$ cat src/rtl/clk_meas_pkg.sv
// Shared types and defaults for the clock period meter.
package clk_meas_pkg;

    typedef enum logic {
        IDLE    = 1'b0,   // no reference edge yet
        MEASURE = 1'b1    // counting since the last rising edge
    } meas_state_t;

    localparam int unsigned CNT_W_DEF       = 16;
    localparam int unsigned TIMEOUT_DEF     = 65535;
    localparam int unsigned SYNC_STAGES_DEF = 2;
    localparam int unsigned SYNC_STAGES_MIN = 2;
    localparam int unsigned SYNC_STAGES_MAX = 4;

endpackage

$ cat src/rtl/sync_edge_det.sv
// Multi-flop synchronizer plus rising-edge detector for slow asynchronous inputs.
// s is the synchronized level, rise is a one-cycle pulse on its 0->1 transition.
module sync_edge_det #(
    parameter int unsigned STAGES = 2
) (
    input  logic clk,
    input  logic rst,
    input  logic d,
    output logic s,
    output logic rise
);

    logic [STAGES-1:0] sync_q;
    logic              s_d;

    // Shift the raw input through the synchronizer chain and keep one cycle of history.
    always_ff @(posedge clk or posedge rst) begin
        if (rst) begin
            sync_q <= '0;
            s_d    <= 1'b0;
        end else begin
            sync_q <= {sync_q[STAGES-2:0], d};
            s_d    <= sync_q[STAGES-1];
        end
    end

    assign s    = sync_q[STAGES-1];
    assign rise = s & ~s_d;

endmodule

$ cat src/rtl/clk_period_meter.sv
// Measures the rising-to-rising period of a slow asynchronous signal in clk cycles.
// Optional high-time measurement enabled by defining CLK_PERIOD_METER_DUTY_MEAS_EN.
module clk_period_meter
    import clk_meas_pkg::*;
#(
    parameter int unsigned CNT_W       = CNT_W_DEF,
    parameter int unsigned SYNC_STAGES = SYNC_STAGES_DEF,
    parameter int unsigned TIMEOUT     = TIMEOUT_DEF
) (
    input  logic             clk,
    input  logic             rst,
    input  logic             sig_in,
    output logic [CNT_W-1:0] period,
    output logic [CNT_W-1:0] high_time,
    output logic             valid,
    output logic             no_signal
);

    localparam logic [CNT_W-1:0] TIMEOUT_C = CNT_W'(TIMEOUT);
    localparam logic [CNT_W-1:0] ONE_C     = CNT_W'(1);

    meas_state_t      state, state_nx;
    logic [CNT_W-1:0] cnt, cnt_nx;
    logic [CNT_W-1:0] period_nx;
    logic             valid_nx;
    logic             no_signal_nx;
    logic             timeout_hit;
    logic             rise;

`ifdef CLK_PERIOD_METER_DUTY_MEAS_EN
    logic             s_lvl;
`else
    logic             s_lvl_unused;
`endif

    sync_edge_det #(
        .STAGES (SYNC_STAGES)
    ) u_sync (
        .clk  (clk),
        .rst  (rst),
        .d    (sig_in),
`ifdef CLK_PERIOD_METER_DUTY_MEAS_EN
        .s    (s_lvl),
`else
        .s    (s_lvl_unused),
`endif
        .rise (rise)
    );

    // State and measurement registers.
    always_ff @(posedge clk or posedge rst) begin
        if (rst) begin
            state     <= IDLE;
            cnt       <= '0;
            period    <= '0;
            valid     <= 1'b0;
            no_signal <= 1'b1;
        end else begin
            state     <= state_nx;
            cnt       <= cnt_nx;
            period    <= period_nx;
            valid     <= valid_nx;
            no_signal <= no_signal_nx;
        end
    end

    // Next-state logic: arm on the first edge, capture on each later edge, fall back on timeout.
    always_comb begin
        state_nx     = state;
        cnt_nx       = cnt;
        period_nx    = period;
        valid_nx     = 1'b0;
        no_signal_nx = no_signal;
        timeout_hit  = 1'b0;
        case (state)
            IDLE: begin
                cnt_nx = '0;
                if (rise) begin
                    cnt_nx   = ONE_C;
                    state_nx = MEASURE;
                end
            end
            MEASURE: begin
                if (rise) begin
                    period_nx    = cnt;
                    valid_nx     = 1'b1;
                    cnt_nx       = ONE_C;
                    no_signal_nx = 1'b0;
                end else if (cnt == TIMEOUT_C) begin
                    timeout_hit  = 1'b1;
                    state_nx     = IDLE;
                    cnt_nx       = '0;
                    no_signal_nx = 1'b1;
                end else begin
                    cnt_nx = cnt + ONE_C;
                end
            end
            default: begin
                state_nx = IDLE;
                cnt_nx   = '0;
            end
        endcase
    end

`ifdef CLK_PERIOD_METER_DUTY_MEAS_EN
    logic [CNT_W-1:0] hcnt;
    logic [CNT_W-1:0] high_q;

    // High-time counter; the rise cycle itself is the first high cycle, so restart at 1.
    always_ff @(posedge clk or posedge rst) begin
        if (rst) begin
            hcnt   <= '0;
            high_q <= '0;
        end else begin
            if (rise) begin
                hcnt <= ONE_C;
                if (state == MEASURE) begin
                    high_q <= hcnt;
                end
            end else if (timeout_hit) begin
                hcnt <= '0;
            end else if (state == MEASURE && s_lvl) begin
                hcnt <= hcnt + ONE_C;
            end
        end
    end

    assign high_time = high_q;
`else
    assign high_time = '0;
`endif

endmodule

$ cat config.mk
export PLATFORM = sky130hd
export DESIGN_NAME = clk_period_meter
export DESIGN_NICKNAME = d
export VERILOG_FILES = /design/src/rtl/clk_meas_pkg.sv /design/src/rtl/sync_edge_det.sv /design/src/rtl/clk_period_meter.sv
export SDC_FILE = /design/constraint.sdc
export NUM_CORES = 1
export LEC_CHECK = 0
export BUFFER_PORTS_ARGS = -buffer_cell sky130_fd_sc_hd__buf_4
export CELL_PAD_IN_SITES_DETAIL_PLACEMENT = 0
export CELL_PAD_IN_SITES_GLOBAL_PLACEMENT = 1
export CORE_ASPECT_RATIO = 0.7
export CORE_MARGIN = 4
export CORE_UTILIZATION = 38
export CTS_CLUSTER_SIZE = 10
export DETAILED_ROUTE_END_ITERATION = 8
export PLACE_DENSITY = 0.79
export SETUP_SLACK_MARGIN = 0.4
export SLEW_MARGIN = 20
export SYNTH_ARGS = -nofsm -noshare
export SYNTH_HDL_FRONTEND = slang
export SYNTH_SLANG_ARGS = --single-unit
export TNS_END_PERCENT = 100
$ cat constraint.sdc
create_clock -name clk -period 1.8 [get_ports clk]
set_input_delay 0.27 -clock clk [delete_from_list [all_inputs] [get_ports clk]]
set_output_delay 0.27 -clock clk [all_outputs]
set_load 0.05 [all_outputs]
==> results of run 1 <==
[sequential cells by signal, summed over array words and instances (netlist names)]
signal         flops
cnt               16
no_signal          1
period            16
state              1
u_sync.s_d         1
u_sync.sync_q      2
valid              1
[cell usage after synthesis, types with 2 or more instances]
| library cell | instances | share of area |
|---|---|---|
| xnor2_1 | 5 | 0.026 |
| nand3_1 | 6 | 0.018 |
| buf_2 | 2 | 0.0059 |
| a21oi_1 | 2 | 0.0059 |
| nor3_1 | 2 | 0.0059 |
| nand4_1 | 5 | 0.018 |
| xor2_1 | 8 | 0.041 |
| buf_4 | 16 | 0.071 |
| nand2_1 | 7 | 0.015 |
| mux2_2 | 16 | 0.11 |
| o21ai_0 | 3 | 0.0088 |
| inv_1 | 4 | 0.0088 |
| nor2_1 | 15 | 0.033 |
| dfrtp_1 | 37 | 0.54 |
| and4_1 | 2 | 0.010 |
[worst reg2reg max path: cells and delay by family (launching register included)]
kind / cells / cell delay [ns]
and+or+nand+nor: 4 / 0.83
DFF: 1 / 0.41
adders and majority gates: 1 / 0.17
[area by class of cell]
cell class	instances	share of cell area
multi-input cells	99	0.341
repair buffers	36	0.127
clock inverters	1	0.00235
well taps	55	0.0324
clock buffers	7	0.0406
inverters	4	0.00706
flip-flops and latches	38	0.450
[where the power goes]
part	internal, mW	leakage (nW)	switching [mW]	total, mW
registers	0.936	0.496	0.0583	0.995
logic	0.210	0.503	0.392	0.602
clock network	0.309	0.0482	0.290	0.599
[final timing paths]
kind / depth (start not counted) / startpoint / slack, ns / to
setup / recovery: 5 / cnt[0]$_DFF_PP0_ / 0.27 / cnt[3]$_DFF_PP0_
hold / removal: 1 / sig_in / 0.08 / u_sync.sync_q[0]$_DFF_PP0_
setup reg to reg: 5 / cnt[0]$_DFF_PP0_ / 0.27 / cnt[3]$_DFF_PP0_
hold reg to reg: 0 / u_sync.sync_q[0]$_DFF_PP0_ / 0.36 / u_sync.sync_q[1]$_DFF_PP0_
max in group asynchronous: 3 / rst / 1.35 / cnt[8]$_DFF_PP0_
min in group asynchronous: 3 / rst / 0.09 / u_sync.s_d$_DFF_PP0_
[layer usage]
layer | GRT usage | part of all wire | up-vias
li1 | - | - | 541
met1 | 0.188 | 0.48 | 590
met2 | 0.179 | 0.44 | 32
met3 | 0.0490 | 0.067 | 5
met4 | 0.0623 | 0.014 | 0
met5 | 0 | 0 | -
[placed cells by master (no fill, tap or decap), drive strengths merged, types with 4 or more instances in the layout]
master  count
clkbuf      7
mux2       16
conb       16
nand4       6
nor2       15
inv         4
xnor2       5
nand2       7
buf        36
dfrtp      37
nand3       8
xor2        8
[what timing repair did]
item                                   4_1_cts  5_1_grt
setup endpoints to repair                   15       15
gates resized for setup                      6        9
cloned                                       1        0
endpoints found under the hold margin        0        0
pin swaps                                    0        5
buffers inserted                            11        1
[cell families after synthesis]
group | synth area share
adder cells (fa/ha/maj) | 0.00735
other | 0.00220
AO/OA/AOI/OAI | 0.0147
buffers and inverters | 0.0940
multiplexers | 0.106
XOR/XNOR | 0.0669
flip-flops | 0.559
AND/OR/NAND/NOR | 0.150
[per-stage QoR]
step / setup WS [ns] / cells / total power, mW
floorplan: 0.313 / 160 / 1.42
global placement: 0.163 / 219 / 1.52
detailed placement: 0.143 / 219 / 1.53
CTS: 0.345 / 239 / 2.20
global route: 0.238 / 240 / 2.30
finish: 0.273 / 240 / 2.20
==> results by group, run 1 <==
Drt
  • DR vias/cell: 4.87
  • Routed length per placed instance: 14.1 um
  • Routed wire length: 3390 um
  • DRT Pass-1 Iters: 4
  • Post-DRT Antenna Nets: 0
  • Via count: 1168
  • Residual DRC: 0
  • DR iter-0 viols: 56

Clock network
  • Clk slew on worst S/H paths: 0.07 ns
  • Clock latency on the worst-skew pair: 0.29 ns
  • # H-tree levels: 2
  • Root buf cell: clkbuf_8
  • Max Root-Sink Buffers: 2
  • CTS tree: done
  • Sink Count: 38
  • TritonCTS Buffers: 5
  • Hold Buf Count CTS: 0

Setup path
  • WS Path Type: flip-flop to flip-flop
  • Data arrival, critical path: 1.71 ns
  • Crit-path cells: ha_4, nand3_4, or4_4, nand3_4, nor2_1
  • CP Max Fanout: 5
  • Crit. End Element: flip-flop
  • Slowest cell on crit path: or4_4
  • CP startpoint kind: flip-flop
  • CP delay by family, top: simple AND/OR/NAND/NOR gates
  • Req. time, crit path: 1.98 ns
  • Most used cell, CP: nand3_4
  • CP peak stage delay: 0.55 ns
  • Crit path buffers/inverters: 0

Placement
  • Port buffer count: 20
  • Cell Area, Placed: 1890 um2
  • HPWL after detailed placement: 2140 um
  • Routability cong.: 0.790

Die
  • Cell Rows: 20
  • IO Pins: 37
  • DIE AREA: 5630 um2
  • Initial Util: 0.393
  • Die Width: 88.0 um
  • Core ar.: 4330 um2
  • Die Y-Extent: 64.0 um

GRT
  • Largest net degree at the start of global routing: 39
  • Initial antenna violation count: 0
  • Gr ovfl total: 0
  • First-pass GRT wire length: 5610 um
  • GRT Util Overall: 0.133
  • Vias in the first global route: 1153

STA
  • FMAX: 655 MHz
  • WHS: 0.0844 ns
  • Final hold vios: 0
  • Setup TNS: 0 ns
  • Final setup fails: 0
  • Worst-case clock skew: 0.00478 ns
  • Period Utilization, post-route: 0.848
  • Unrepaired setup endpoints after global routing: true
  • Final min period: 1.53 ns
  • Slew Limit Fails: 0

Finish
  • Multi-input logic area: 724 um2
  • Final core utilization: 0.491
  • Synthesis-to-layout area growth: 24.9%
  • Register area: 957 um2
  • Fillers: 374
  • Layout cells sized above 1: 0.427
  • Nets: 188
  • Fin area: 2130 um2
  • Number of diodes: 0

Synth
  • Netlist cell types: 30
  • Post-synth EDFFs: 0
  • Synthesis-stage register bit count: 38
  • Async S/R FF share, synth: 1.00
  • Sequential share of the synthesized area: 0.559
  • Prevailing post-synth register cell: dfrtp_1
  • Yosys Warn Count: 0
  • Avg Cell Area, Syn: 11.7 um2
  • Post-Syn Area: 1700 um2
  • Mapped Cells: 145

Power and ir drop
  • Peak VDD IR: 0.408 mV
  • Static leakage: 1.05 nW
  • Pwr dens: 1030 nW/um2

Outcome
  • Status: complete, no violations

Run
  • Maxcap violations: 0

Worst hold path
  • Hold Path Class: input pin to flip-flop
Note: power is estimated with default switching activity, not from simulation.
==> run 2: changes to the inputs <==
Clock period 1.8 ns to 1.3 ns, I/O delays scaled along.
==> run 2 against run 1 <==
  * Non-clock buffer count grew 38
  * Wire length is 21% higher
  * Via count is 11% higher
  * Setup slack worse by 0.41 ns
  * Combinational power rose by 68%
  * Register-to-register slack worse by 0.41 ns
  * The run now ends with hold timing, setup timing left
  * Design area increased by 23%
  * Fmax increased by 6.4%
  * Critical path depth unchanged
  * Highest routed layer unchanged
==> results by group, run 2 (synthesis results as in run 1) <==
Outcome
  • Status: finished with violations
  • Failing checks: hold timing, setup timing

Placement
  • HPWL after detailed placement: 2740 um (+28%)
  • Routability cong.: 0.808 (+2.3%)
  • Port buffer count: 20 (unchanged)

GRT
  • Vias in the first global route: 1401 (+22%)
  • First-pass GRT wire length: 6750 um (+20%)
  • Gr ovfl total: 0 (unchanged)
  • Largest net degree at the start of global routing: 21 (-46%)
  • Initial antenna violation count: 0 (unchanged)
  • GRT Util Overall: 0.160 (+0.0271)

Finish
  • Nets: 226 (+20%)
  • Number of diodes: 0 (unchanged)
  • Synthesis-to-layout area growth: 53.6%
  • Largest registers: cnt (16), period (16), u_sync.sync_q (2)
  • Fillers: 334 (-11%)
  • Most frequent cells in the layout: 51 x buf_4, 37 x dfrtp_1, 20 x buf_6
  • Final core utilization: 0.604 (+0.113)
  • Layout cells sized above 1: 0.529 (+0.102)
  • Most common cell after layout, fill and taps aside: buf_4

Setup path
  • Path depth of the worst reg2reg path: 5 (unchanged)
  • Reg2Reg Launch Point: cnt[10]$_DFF_PP0_
  • Data arrival, critical path: 1.66 ns (-0.05 ns)
  • Critical path startpoint: cnt[10]$_DFF_PP0_
  • R2r setup slk: -0.14 ns (-0.41 ns)
  • Req. time, crit path: 1.52 ns (-0.46 ns)
  • Reg2reg end: cnt[15]$_DFF_PP0_
  • WS Path Type: flip-flop to flip-flop
  • Crit. End Element: flip-flop
  • CP startpoint kind: flip-flop
  • Slowest cell on crit path: dfrtp_1
  • WP depth: 5 (unchanged)
  • CP Max Fanout: 3 (-2)
  • Crit path buffers/inverters: 1 (+1)
  • Worst Setup EP: cnt[15]$_DFF_PP0_
  • CP peak stage delay: 0.38 ns (-0.17 ns)
  • CP delay by family, top: simple AND/OR/NAND/NOR gates
  • Crit-path cells: buf_4, and4_4, nand4_1, or3_1, a21oi_1

Clock network
  • # H-tree levels: 2 (unchanged)
  • Max Root-Sink Buffers: 2 (unchanged)
  • CTS tree: done
  • Root buf cell: clkbuf_8
  • Sink Count: 38 (unchanged)
  • Hold Buf Count CTS: 1 (+1)
  • Clk slew on worst S/H paths: 0.08 ns (about the same)
  • TritonCTS Buffers: 5 (unchanged)
  • Clock latency on the worst-skew pair: 0.30 ns (about the same)

Drt
  • Via count: 1291 (+11%)
  • DR iter-0 viols: 54 (-3.6%)
  • DRT Pass-1 Iters: 4 (unchanged)
  • Routed wire length: 4090 um (+21%)
  • Post-DRT Antenna Nets: 0 (unchanged)
  • DR vias/cell: 4.64 (-4.6%)
  • Routed length per placed instance: 14.7 um (+4.2%)
  • Residual DRC: 0 (unchanged)

Power and ir drop
  • Power share of the sequential group: 0.409 (-0.044)
  • Static leakage: 1.38 nW (+32%)
  • Switching power: 1.09 mW (+47%)
  • Clock power share: 0.291 (+0.018)
  • Pwr dens: 1290 nW/um2 (+25%)
  • Peak VDD IR: 0.901 mV (+120%)
  • Logic pwr share: 0.300 (+0.026)
  • Switching Fraction: 0.322 (-0.0149)
  • Int Pwr: 2.29 mW (+57%)

Die
  • Die Y-Extent: 64.0 um (unchanged)
  • IO Pins: 37 (unchanged)
  • DIE AREA: 5630 um2 (unchanged)
  • Core ar.: 4330 um2 (unchanged)
  • Cell Rows: 20 (unchanged)
  • Initial Util: 0.393 (unchanged)
  • Die Width: 88.0 um (unchanged)

STA
  • WHS: -0.0935 ns (-0.178 ns)
  • Final setup fails: 16 (+16)
  • FMAX: 696 MHz (+6.4%)
  • Slew Limit Fails: 0 (unchanged)
  • Period Utilization, post-route: 1.10 (+0.256)
  • Final hold vios: 18 (+18)
  • Unrepaired setup endpoints after global routing: true
  • Setup TNS: -1.56 ns (-1.56 ns)
  • Slack of the critical path: -0.136 ns (-0.409 ns)
  • Final min period: 1.44 ns (-0.0913 ns)
  • Worst-case clock skew: 0.00836 ns (+0.00358 ns)

Run
  • Maxcap violations: 0 (unchanged)

Worst hold path
  • Hold Path Class: input pin to asynchronous set/reset pin
[run 2: power groups by stage]
stage / clock network, mW / logic, mW / registers, mW
after CTS: 1.02 / 0.959 / 1.38
after global placement: 0 / 0.820 / 1.38
after floorplan: 0 / 0.378 / 1.62
after detailed placement: 0 / 0.846 / 1.39
after global routing: 1.06 / 1.08 / 1.39
final: 0.983 / 1.01 / 1.38
[run 2: worst min-delay path by stage]
stage          startpoint                      to  slack (ns)  cells past startpoint
2_1_floorplan         rst        cnt[0]$_DFF_PP0_        0.16                      1
3_3_place_gp          rst         valid$_DFF_PP0_        0.23                      2
3_5_place_dp          rst   period[0]$_DFFE_PP0P_        0.24                      2
4_1_cts               rst       cnt[15]$_DFF_PP0_       -0.09                      2
5_1_grt               rst  period[14]$_DFFE_PP0P_       -0.06                      2
6_report              rst  period[14]$_DFFE_PP0P_       -0.09                      2
[run 2: repair_timing]
action                     in CTS  in global routing
buffers inserted               14                  7
resized for setup              38                  4
pin swaps                       7                  2
gates cloned                    1                  0
hold endpoints to repair       19                 18
setup endpoints to repair      53                 53
[run 2: metal layers]
layer / up-vias / share of wire / global-route usage
li1: 613 / - / -
met1: 635 / 0.46 / 0.203
met2: 33 / 0.47 / 0.252
met3: 10 / 0.052 / 0.0438
met4: 0 / 0.022 / 0.0774
met5: - / 0 / 0
[run 2: cell type report]
cell class,instances,area [um2],area share
Sequential cell,38,952,0.364
Multi-Input combinational cell,99,813,0.311
Timing Repair Buffer,74,653,0.250
Clock buffer,5,68.8,0.0263
Tap cell,55,68.8,0.0263
Clock inverter,3,40.0,0.0153
Inverter,4,18.8,0.00718
[run 2: worst register-to-register path: cells and delay by family, from the launching register on]
family	cells	cell delay (ns)
buffers and inverters	1	0.13
AND/OR/NAND/NOR	3	0.71
AO/OA/AOI/OAI	1	0.14
flip-flops	1	0.38
[run 2: per-stage QoR]
step / area [um2] / instances / worst slack, ns / total power [mW]
after floorplan: 1860 / 160 / -0.187 / 2.00
after global placement: 2160 / 247 / -0.138 / 2.20
after detailed placement: 2160 / 247 / -0.193 / 2.24
after CTS: 2540 / 271 / -0.131 / 3.36
after global routing: 2620 / 278 / -0.192 / 3.54
final: 2620 / 278 / -0.136 / 3.38
==> run 3: changes to the inputs <==
Settings changed: ABC_AREA set to 1, CORE_UTILIZATION 38 to 36.
==> run 3 against run 2 <==
  * The run still ends with hold timing, setup timing left
  * Total power grew 8.8%
  * Fmax grew 8.5%
  * Synthesized cell count rose by 48%
  * Via count grew 22%
  * Sequential share of layout area down 3.2 points
  * Combinational power is 5% higher
  * Wire length up 12%
  * Critical path type unchanged
==> results by group, run 3 <==
Outcome
  • Failing checks: hold timing, setup timing
  • Status: finished with violations

Placement
  • Port buffer count: 20 (unchanged)
  • Dpl cells: 326 (+32%)
  • Routability cong.: 0.818 (+1.1%)
  • Post-Place Setup Slack: -0.0683 ns (+0.125 ns)
  • HPWL after detailed placement: 2970 um (+8.1%)

Setup path
  • Data arrival, critical path: 1.56 ns (-0.10 ns)
  • Req. time, crit path: 1.54 ns (+0.02 ns)
  • CP Max Fanout: 8 (+5)
  • WS Path Type: flip-flop to flip-flop
  • Crit. End Element: flip-flop
  • CP startpoint kind: flip-flop

STA
  • Slew Limit Fails: 0 (unchanged)
  • WHS: -0.0824 ns (+0.0110 ns)
  • Period Utilization, post-route: 1.02 (-0.0869)
  • Slack of the critical path: -0.0229 ns (+0.113 ns)
  • Final min period: 1.32 ns (-0.113 ns)
  • Worst-case clock skew: 0.00268 ns (-0.00568 ns)
  • FMAX: 756 MHz (+8.5%)
  • Final hold vios: 20 (+2)
  • Final setup fails: 7 (-9)
  • Unrepaired setup endpoints after global routing: true

Finish
  • Synthesis-to-layout area growth: 58.2%
  • Most frequent cells in the layout: 50 x buf_4, 37 x dfrtp_1, 33 x nand2_1
  • Layout cells sized above 1: 0.485 (-0.0445)
  • Multi-input logic area: 897 um2 (+10%)
  • Nets: 296 (+31%)
  • Fillers: 401 (+20%)
  • Finished Layout Cells: 362 (+30%)
  • Register area: 952 um2 (unchanged)
  • Final core utilization: 0.594 (-0.0104)
  • Most common cell after layout, fill and taps aside: buf_4
  • Largest registers: cnt (16), period (16), u_sync.sync_q (2)
  • Number of diodes: 0 (unchanged)

Worst hold path
  • Hold Path Class: input pin to asynchronous set/reset pin

GRT
  • First-pass GRT wire length: 7290 um (+8.1%)
  • Largest net degree at the start of global routing: 24 (+14%)
  • Vias in the first global route: 1510 (+7.8%)
  • Initial antenna violation count: 0 (unchanged)
  • Gr ovfl total: 0 (unchanged)
  • GRT Util Overall: 0.154 (-0.00604)

Die
  • Die Y-Extent: 67.4 um (+5.3%)
  • Core ar.: 4830 um2 (+12%)
  • Die Width: 92.9 um (+5.5%)
  • DIE AREA: 6260 um2 (+11%)
  • Initial Util: 0.375 (-0.0181)
  • IO Pins: 37 (unchanged)
  • Cell Rows: 21 (+5.0%)

Drt
  • Residual DRC: 0 (unchanged)
  • Routed wire length: 4580 um (+12%)
  • Via count: 1576 (+22%)
  • DRT Pass-1 Iters: 4 (unchanged)
  • Post-DRT Antenna Nets: 0 (unchanged)
  • DR vias/cell: 4.35 (-6.3%)
  • Routed length per placed instance: 12.6 um (-14%)
  • DR iter-0 viols: 95 (+76%)

Clock network
  • TritonCTS Buffers: 5 (unchanged)
  • Sink Count: 38 (unchanged)
  • # H-tree levels: 2 (unchanged)
  • CTS tree: done
  • Hold Buf Count CTS: 1 (unchanged)
  • Root buf cell: clkbuf_8
  • Max Root-Sink Buffers: 2 (unchanged)
  • Clk slew on worst S/H paths: 0.08 ns (about the same)
  • Clock latency on the worst-skew pair: 0.30 ns (about the same)

Power and ir drop
  • Pwr dens: 1280 nW/um2 (-0.87%)
  • Peak VDD IR: 0.563 mV (-38%)
  • PnR Total Power: 3.67 mW (+8.8%)
  • Static leakage: 1.42 nW (+3.2%)

Synth
  • Async S/R FF share, synth: 1.00 (unchanged)
  • Synth top cells by count: 57 x nand2_1, 37 x dfrtp_1, 25 x nor2_1, 19 x inv_1, 17 x o21ai_0
  • Post-synth top area cell: dfrtp_1
  • Mapped Cells: 215 (+48%)
  • Synth top area cells: dfrtp_1 51%, nand2_1 12%, buf_4 6.6%
  • Count leader, synth: nand2_1
  • Avg Cell Area, Syn: 8.44 um2 (-28%)
  • Yosys Warn Count: 0 (unchanged)
  • Sequential share of the synthesized area: 0.525 (-0.0343)
  • Netlist cell types: 23 (-23%)
  • Prevailing post-synth register cell: dfrtp_1
  • Post-synth top area share: 0.510 (-0.0334)
  • Post-Syn Area: 1810 um2 (+6.5%)
  • Post-synth EDFFs: 0 (unchanged)
  • Synthesis-stage register bit count: 38 (unchanged)

Run
  • Maxcap violations: 0 (unchanged)
## run 3: routing by layer
layer	vias to the layer above	track usage	share of wire
li1	798	-	-
met1	729	0.223	0.48
met2	43	0.230	0.45
met3	6	0.0367	0.061
met4	0	0.0439	0.0096
met5	-	0	0
## run 3: path summary, 6_finish.rpt
path | start | end | slack [ns] | depth (start not counted)
min in group clk | u_sync.sync_q[0]$_DFF_PP0_ | u_sync.sync_q[1]$_DFF_PP0_ | 0.36 | 0
max in group asynchronous | rst | cnt[1]$_DFF_PP0_ | 0.89 | 3
worst min register to register | u_sync.sync_q[0]$_DFF_PP0_ | u_sync.sync_q[1]$_DFF_PP0_ | 0.36 | 0
worst max-delay path | cnt[1]$_DFF_PP0_ | cnt[13]$_DFF_PP0_ | -0.02 | 9
worst max register to register | cnt[1]$_DFF_PP0_ | cnt[13]$_DFF_PP0_ | -0.02 | 9
worst min-delay path | rst | period[1]$_DFFE_PP0P_ | -0.08 | 2
## run 3: cell families (layout without fill, tap and decap cells)
| kind of cell | after synthesis | count (layout) | share of synthesized area |
|---|---|---|---|
| buffers and inverters | 42 | 105 | 0.129 |
| adders and majority gates | 1 | 1 | 0.00690 |
| DFF | 38 | 38 | 0.525 |
| AOI/OAI and AO/OA | 28 | 28 | 0.0897 |
| xor gates and xnor gates | 3 | 3 | 0.0145 |
| other | 1 | 16 | 0.00207 |
| and+or+nand+nor | 102 | 102 | 0.233 |
## run 3: per-stage QoR
step / TNS (ns) / cell area, um2
after detailed placement: -0.739 / 2170
after floorplan: 0 / 1900
after global placement: -0.535 / 2170
final: -0.0784 / 2870
after global routing: -1.30 / 2870
after CTS: -0.169 / 2690
## run 3: power breakdown
part | switching [mW] | internal, mW
Sequential | 0.0955 | 1.28
Clock | 0.467 | 0.769
Combinational | 0.607 | 0.452
## run 3: area by class of cell
class,count,area share
sequential,38,0.332
clock inverter,3,0.0240
timing repair inverter,2,0.0113
clock buffer,5,0.0240
tap,69,0.0301
inverter,22,0.0401
multi-input combinational,150,0.313
timing repair buffer,73,0.226
## run 3: worst max-delay path: stages, from the launching register on
cell     delay (ns)
dfrtp_1        0.41
ha_4           0.18
nand2_4        0.07
nor2_4         0.04
nand2_2        0.07
nor2_2         0.04
nor2_2         0.11
buf_6          0.16
nand2_2        0.06
nor2_2         0.10
## run 3: repair_timing
action                                  4_1_cts  5_1_grt
buffers inserted                             17        8
endpoints found under the setup margin       52       53
pin swaps                                    22       14
resized for setup                            68       34
cloned                                        2        0
endpoints found under the hold margin        21       20
